<file path="src/rtl/mmio_timer_slave_pkg.sv">
// Shared constants and types for the memory-mapped timer peripheral.
package mmio_timer_slave_pkg;

    localparam int unsigned COUNT_WIDTH = 32;

    // Word offsets decoded from address[4:2]
    localparam logic [2:0] TMR_CTRL     = 3'd0;
    localparam logic [2:0] TMR_PRESCALE = 3'd1;
    localparam logic [2:0] TMR_COMPARE  = 3'd2;
    localparam logic [2:0] TMR_COUNT    = 3'd3;
    localparam logic [2:0] TMR_STATUS   = 3'd4;

    // CTRL bit positions
    localparam int unsigned CTRL_ENABLE      = 0;
    localparam int unsigned CTRL_AUTO_RELOAD = 1;
    localparam int unsigned CTRL_IRQ_EN      = 2;

    // STATUS bit positions
    localparam int unsigned STATUS_MATCH = 0;

    localparam logic [COUNT_WIDTH-1:0] COMPARE_RST = 32'hFFFF_FFFF;

    typedef enum logic [1:0] {
        ST_STOPPED = 2'd0,
        ST_RUNNING = 2'd1,
        ST_EXPIRED = 2'd2
    } tmr_state_e;

endpackage

</file>
<file path="src/rtl/timer_prescaler.sv">
// Prescale divider: emits one tick every (limit + 1) cycles while run is high.
module timer_prescaler #(
    parameter int unsigned PRESCALE_WIDTH = 16
) (
    input  logic                      clk,
    input  logic                      rst,
    input  logic                      run,
    input  logic                      clear,
    input  logic [PRESCALE_WIDTH-1:0] limit,
    output logic                      tick
);

    logic [PRESCALE_WIDTH-1:0] pre_cnt;

    // Tick fires on the cycle the divider reaches its terminal value
    assign tick = run && (pre_cnt == limit);

    // Divider counter; clear wins so a restart always begins a full period
    always_ff @(posedge clk or posedge rst) begin
        if (rst) begin
            pre_cnt <= '0;
        end else if (clear) begin
            pre_cnt <= '0;
        end else if (run) begin
            if (tick) begin
                pre_cnt <= '0;
            end else begin
                pre_cnt <= pre_cnt + PRESCALE_WIDTH'(1);
            end
        end
    end

endmodule

</file>
<file path="src/rtl/mmio_timer_slave.sv">
// Memory-mapped prescaled timer with compare match, one-shot/auto-reload and level irq.
module mmio_timer_slave
    import mmio_timer_slave_pkg::*;
#(
    parameter int unsigned DATA_WIDTH     = 32,
    parameter int unsigned PRESCALE_WIDTH = 16
) (
    input  logic                  clk,
    input  logic                  rst,
    input  logic [DATA_WIDTH-1:0] wd,
    input  logic [31:0]           address,
    input  logic                  we,
    input  logic                  re,
    output logic [DATA_WIDTH-1:0] rd,
    output logic                  irq
);

    tmr_state_e                state_q, state_d;
    logic                      auto_reload_q, auto_reload_d;
    logic                      irq_en_q, irq_en_d;
    logic [PRESCALE_WIDTH-1:0] prescale_q, prescale_d;
    logic [COUNT_WIDTH-1:0]    compare_q, compare_d;
    logic [COUNT_WIDTH-1:0]    count_q, count_d;
    logic                      match_q, match_d;

    logic [2:0] offset;
    logic       wr_ctrl, wr_prescale, wr_compare, wr_count, wr_status;
    logic       running, tick, hit, pre_clear;
    logic       unused_addr_bits;

    assign offset      = address[4:2];
    assign wr_ctrl     = we && (offset == TMR_CTRL);
    assign wr_prescale = we && (offset == TMR_PRESCALE);
    assign wr_compare  = we && (offset == TMR_COMPARE);
    assign wr_count    = we && (offset == TMR_COUNT);
    assign wr_status   = we && (offset == TMR_STATUS);

    assign unused_addr_bits = ^{address[31:5], address[1:0]};

    // CTRL.enable is exactly "the timer is running", so it is read from the state
    assign running = (state_q == ST_RUNNING);
    assign hit     = tick && (count_q == compare_q);

    // Restart from a stopped/expired timer or a new PRESCALE starts a fresh prescale period
    assign pre_clear = wr_prescale || (wr_ctrl && wd[CTRL_ENABLE] && !running);

    timer_prescaler #(
        .PRESCALE_WIDTH(PRESCALE_WIDTH)
    ) u_prescaler (
        .clk   (clk),
        .rst   (rst),
        .run   (running),
        .clear (pre_clear),
        .limit (prescale_q),
        .tick  (tick)
    );

    // State register
    always_ff @(posedge clk or posedge rst) begin
        if (rst) begin
            state_q <= ST_STOPPED;
        end else begin
            state_q <= state_d;
        end
    end

    // Next state: a CTRL write always overrides the hardware one-shot expiry
    always_comb begin
        state_d = state_q;
        case (state_q)
            ST_STOPPED: begin
                if (wr_ctrl && wd[CTRL_ENABLE]) begin
                    state_d = ST_RUNNING;
                end
            end
            ST_RUNNING: begin
                if (wr_ctrl) begin
                    state_d = wd[CTRL_ENABLE] ? ST_RUNNING : ST_STOPPED;
                end else if (hit && !auto_reload_q) begin
                    state_d = ST_EXPIRED;
                end
            end
            ST_EXPIRED: begin
                if (wr_ctrl) begin
                    state_d = wd[CTRL_ENABLE] ? ST_RUNNING : ST_STOPPED;
                end
            end
            default: state_d = ST_STOPPED;
        endcase
    end

    // Register file next values: CPU writes beat count updates, match set beats W1C
    always_comb begin
        auto_reload_d = auto_reload_q;
        irq_en_d      = irq_en_q;
        prescale_d    = prescale_q;
        compare_d     = compare_q;
        count_d       = count_q;
        match_d       = match_q;

        if (wr_ctrl) begin
            auto_reload_d = wd[CTRL_AUTO_RELOAD];
            irq_en_d      = wd[CTRL_IRQ_EN];
        end
        if (wr_prescale) begin
            prescale_d = wd[PRESCALE_WIDTH-1:0];
        end
        if (wr_compare) begin
            compare_d = COUNT_WIDTH'(wd);
        end

        if (wr_count) begin
            count_d = COUNT_WIDTH'(wd);
        end else if (hit) begin
            count_d = auto_reload_q ? '0 : count_q;
        end else if (tick) begin
            count_d = count_q + COUNT_WIDTH'(1);
        end

        if (hit) begin
            match_d = 1'b1;
        end else if (wr_status && wd[STATUS_MATCH]) begin
            match_d = 1'b0;
        end
    end

    // Register file flops
    always_ff @(posedge clk or posedge rst) begin
        if (rst) begin
            auto_reload_q <= 1'b0;
            irq_en_q      <= 1'b0;
            prescale_q    <= '0;
            compare_q     <= COMPARE_RST;
            count_q       <= '0;
            match_q       <= 1'b0;
        end else begin
            auto_reload_q <= auto_reload_d;
            irq_en_q      <= irq_en_d;
            prescale_q    <= prescale_d;
            compare_q     <= compare_d;
            count_q       <= count_d;
            match_q       <= match_d;
        end
    end

    // Zero-latency read mux; the MEM stage samples rd in the same cycle as re
    always_comb begin
        rd = '0;
        if (re) begin
            case (offset)
                TMR_CTRL:     rd = DATA_WIDTH'({irq_en_q, auto_reload_q, running});
                TMR_PRESCALE: rd = DATA_WIDTH'(prescale_q);
                TMR_COMPARE:  rd = DATA_WIDTH'(compare_q);
                TMR_COUNT:    rd = DATA_WIDTH'(count_q);
                TMR_STATUS:   rd = DATA_WIDTH'(match_q);
                default:      rd = '0;
            endcase
        end
    end

    // Level interrupt
    assign irq = match_q & irq_en_q;

endmodule

</file>
<file path="config.mk">
export PLATFORM = sky130hd
export DESIGN_NAME = mmio_timer_slave
export DESIGN_NICKNAME = d
export VERILOG_FILES = /design/src/rtl/mmio_timer_slave_pkg.sv /design/src/rtl/timer_prescaler.sv /design/src/rtl/mmio_timer_slave.sv
export SDC_FILE = /design/constraint.sdc
export NUM_CORES = 1
export LEC_CHECK = 0
export CORE_AREA = 3 3 124 126
export CTS_BUF_LIST = sky130_fd_sc_hd__clkbuf_2
export DETAILED_ROUTE_END_ITERATION = 10
export DIE_AREA = 0 0 127 129
export PLACE_DENSITY_LB_ADDON = 0.15
export SKIP_CTS_REPAIR_TIMING = 1
export SLEW_MARGIN = 25
export SYNTH_ARGS = -nofsm -noshare
export SYNTH_HDL_FRONTEND = slang
export SYNTH_HIERARCHICAL = 1
export SYNTH_SLANG_ARGS = --single-unit
</file>
<file path="constraint.sdc">
create_clock -name clk -period 2.6 [get_ports clk]
set_clock_uncertainty 0.05 [all_clocks]
set_input_delay 0.39 -clock clk [delete_from_list [all_inputs] [get_ports clk]]
set_output_delay 0.39 -clock clk [all_outputs]
set_load 0.1 [all_outputs]
</file>
==> summary.md <==
| Metric | Value |
|---|---|
| Post-route ant nets | `0` |
| Final min period | `2660 ps` |
| R2R Setup Slk | `-60 ps` |
| CP Class | `flip-flop to flip-flop` |
| Layout Nets | `823` |
| Clock Tree Root | `clkbuf_2` |
| Starting DRT DRC Count | `350` |
| Final Hold Viols | `0` |
| R2R Path End | `count_q[20]` |
| Syn Area/Cell | `9.93 um2` |
| I/O Buffers | `71` |
| Total grt overflow | `0` |
| IO Count | `101` |
| DR DRC count | `0` |
| First-pass detailed-route iteration total | `5` |
| Routed vias | `5353` |
| Post-Route WL | `18000 um` |
| H-tree depth | `3` |
| Synth async-reset ratio | `1.00` |
| Kind of end point of the critical path | `flip-flop` |
| Vias in the first global route | `5427` |
| Final GP Congestion | `0.906` |
| Failing checks | `setup timing` |
| Type of the worst min-delay path | `input port to async pin` |
| Yosys top cell area share | `0.270` |
| Tcrit/Tclk final | `1.02` |
| Final Max Tran Viols | `0` |
| Finish-stage setup viols | `1` |
| CTS Buf Count | `9` |
| Vias/cell | `5.68` |
| Filler cells | `1261` |
| Placement Setup Slack | `-164 ps` |
| Mapped Area | `6400 um2` |
| VDD IR max | `0.000346 V` |
| Largest area contributor in the netlist | `dfrtp_1` |
| Starting density of the core | `0.444` |
| Core Box Area | `14400 um2` |
| PD cells | `572 nW/um2` |
| Placed cell areas | `8110 um2` |
| HPWL after DPL | `13300 um` |
| Mapped Cells | `644` |
| Clock tree buffer depth | `2` |
| Synth Warn # | `6` |
| Worst skew pair latency | `640 ps` |
| R2R depth | `10` |
| Seq cells post-synth | `101` |
| Crit start category | `flip-flop` |
| Layout area overhead | `31.1%` |
| Crit Path Max Fanout | `5` |
| Largest net degree at the start of global routing | `33` |
| First-pass GRT wire length | `29000 um` |
| Syn Nets | `714` |
| Dominant synthesized flop cell | `dfrtp_1` |
| Routed len/inst | `19.0 um` |
| RSZ-0062 raised after global routing | `true` |
| GRT Overall Usage | `0.223` |
| Setup tns final | `-57.2 ps` |
| Die height | `129 um` |
| Clock sinks | `101` |
| Synth top cells by count | `dfrtp_1, mux2_2, xor2_1, nor2_1, nand2_1` |
| Sequential area share after synthesis | `0.401` |
| Critical Path AT | `3200 ps` |
| Leak | `3.37 nW` |
| CTS tree | `done` |
| Max-Cap Viols | `0` |
| Most frequent cell after synthesis | `dfrtp_1` |
| Achievable Freq | `376 MHz` |
| Die W | `127 um` |
| Final worst slack | `-57.2 ps` |
| Outcome | `complete, but fails checks` |
| Critical R2R Launch | `prescale_q[8]` |
| Number of enable flip-flop cells after synthesis | `0` |
| Max-Slew Margin vs Limit | `0.587` |
| Initial antenna violation count | `1` |
| Ratio of cells with drive above 1 in the final layout | `0.368` |
| Num rows | `44` |
| DIE AREA | `16400 um2` |
| Cell area after layout | `8390 um2` |
| Slew @ Worst Pin | `618 ps` |
| Critical Path RT | `3140 ps` |
| Clock transition at path regs | `310 ps` |
| Area contributors post-synth | `dfrtp_1, dfstp_2, mux2_2, xor2_1, mux2i_1` |
| Post-synth cell types | `62` |
how the worst max path moves through the flow:
stage,cells after the start,endpoint,slack [ps],startpoint
finish,10,count_q[20],-60,prescale_q[8]
global route,9,count_q[20],-100,u_prescaler/pre_cnt[6]
CTS,10,count_q[20],-50,prescale_q[8]
detailed placement,11,u_prescaler/pre_cnt[7],-160,we
global placement,11,u_prescaler/pre_cnt[9],-120,we
floorplan,4,rd[16],-320,address[3]
critical path: stages, from the launching register on:
cell	delay, ps
dfrtp_2	510
xor2_2	200
nor4_2	260
buf_4	150
nand4_1	130
nor2_1	170
buf_4	180
nand2_1	70
or4_4	410
or4_1	420
o211ai_1	90
cells in the final DEF (no fill, tap or decap), types with 10 or more instances in the layout:
master | Yosys | final
nor2_1 | 56 | 29
clkbuf_2 | 0 | 10
nand2_1 | 53 | 53
mux2_2 | 68 | 68
clkdlybuf4s50_1 | 0 | 37
dfstp_2 | 32 | 32
inv_1 | 12 | 11
buf_4 | 2 | 65
dfrtp_1 | 69 | 67
o21ai_0 | 17 | 15
o21ai_1 | 15 | 16
nor2_2 | 0 | 22
a22oi_1 | 20 | 20
a2bb2oi_1 | 10 | 10
mux2i_1 | 24 | 24
buf_12 | 0 | 39
xor2_1 | 57 | 56
nand3_1 | 17 | 17
nor4_1 | 13 | 11
logic make-up (layout without fill, tap and decap cells):
group	count (synthesis)	after routing	share of synthesized area
xor gates and xnor gates	62	62	0.0849
adders and majority gates	2	2	0.00391
DFF	101	101	0.401
AOI/OAI and AO/OA	108	108	0.118
muxes	94	94	0.164
and+or+nand+nor	218	218	0.181
buffers and inverters	59	173	0.0465
other	0	1	0
stage by stage:
stage,utilization,instances,power (mW),hold WS [ps]
finish,0.581,943,4.80,60.3
global placement,0.562,922,3.66,465
floorplan,-,644,3.14,254
global route,0.581,943,5.02,55.7
CTS,0.575,938,4.80,40.6
detailed placement,0.562,922,3.71,467
state kept, by name (all words and copies together) (netlist names):
| register | cells |
|---|---|
| auto_reload_q | 1 |
| compare_q | 32 |
| count_q | 32 |
| irq_en_q | 1 |
| match_q | 1 |
| prescale_q | 16 |
| state_q | 2 |
| u_prescaler/pre_cnt | 16 |
report_power, final:
group | switching (mW) | internal (mW) | total, mW
registers | 0.284 | 1.91 | 2.19
clock network | 0.572 | 0.514 | 1.09
logic | 0.821 | 0.699 | 1.52
total | 1.68 | 3.12 | 4.80
final cells by class:
type	instances	area, um2	area share
flip-flops and latches	101	2570	0.306
repair buffers	145	1680	0.201
multi-input cells	484	3670	0.438
clock buffers	10	50.0	0.00597
inverters	12	46.3	0.00552
well taps	184	230	0.0275
diodes	1	2.50	0.000298
clock inverters	6	136	0.0163
per-layer routing:
metal / global-route usage / wire length (um) / part of all wire
met5: 0 / 0 / 0
met4: 0.0700 / 322 / 0.018
met3: 0.0565 / 1000 / 0.056
met2: 0.358 / 8500 / 0.47
met1: 0.299 / 8120 / 0.45
(Power assumes the default switching activity.)
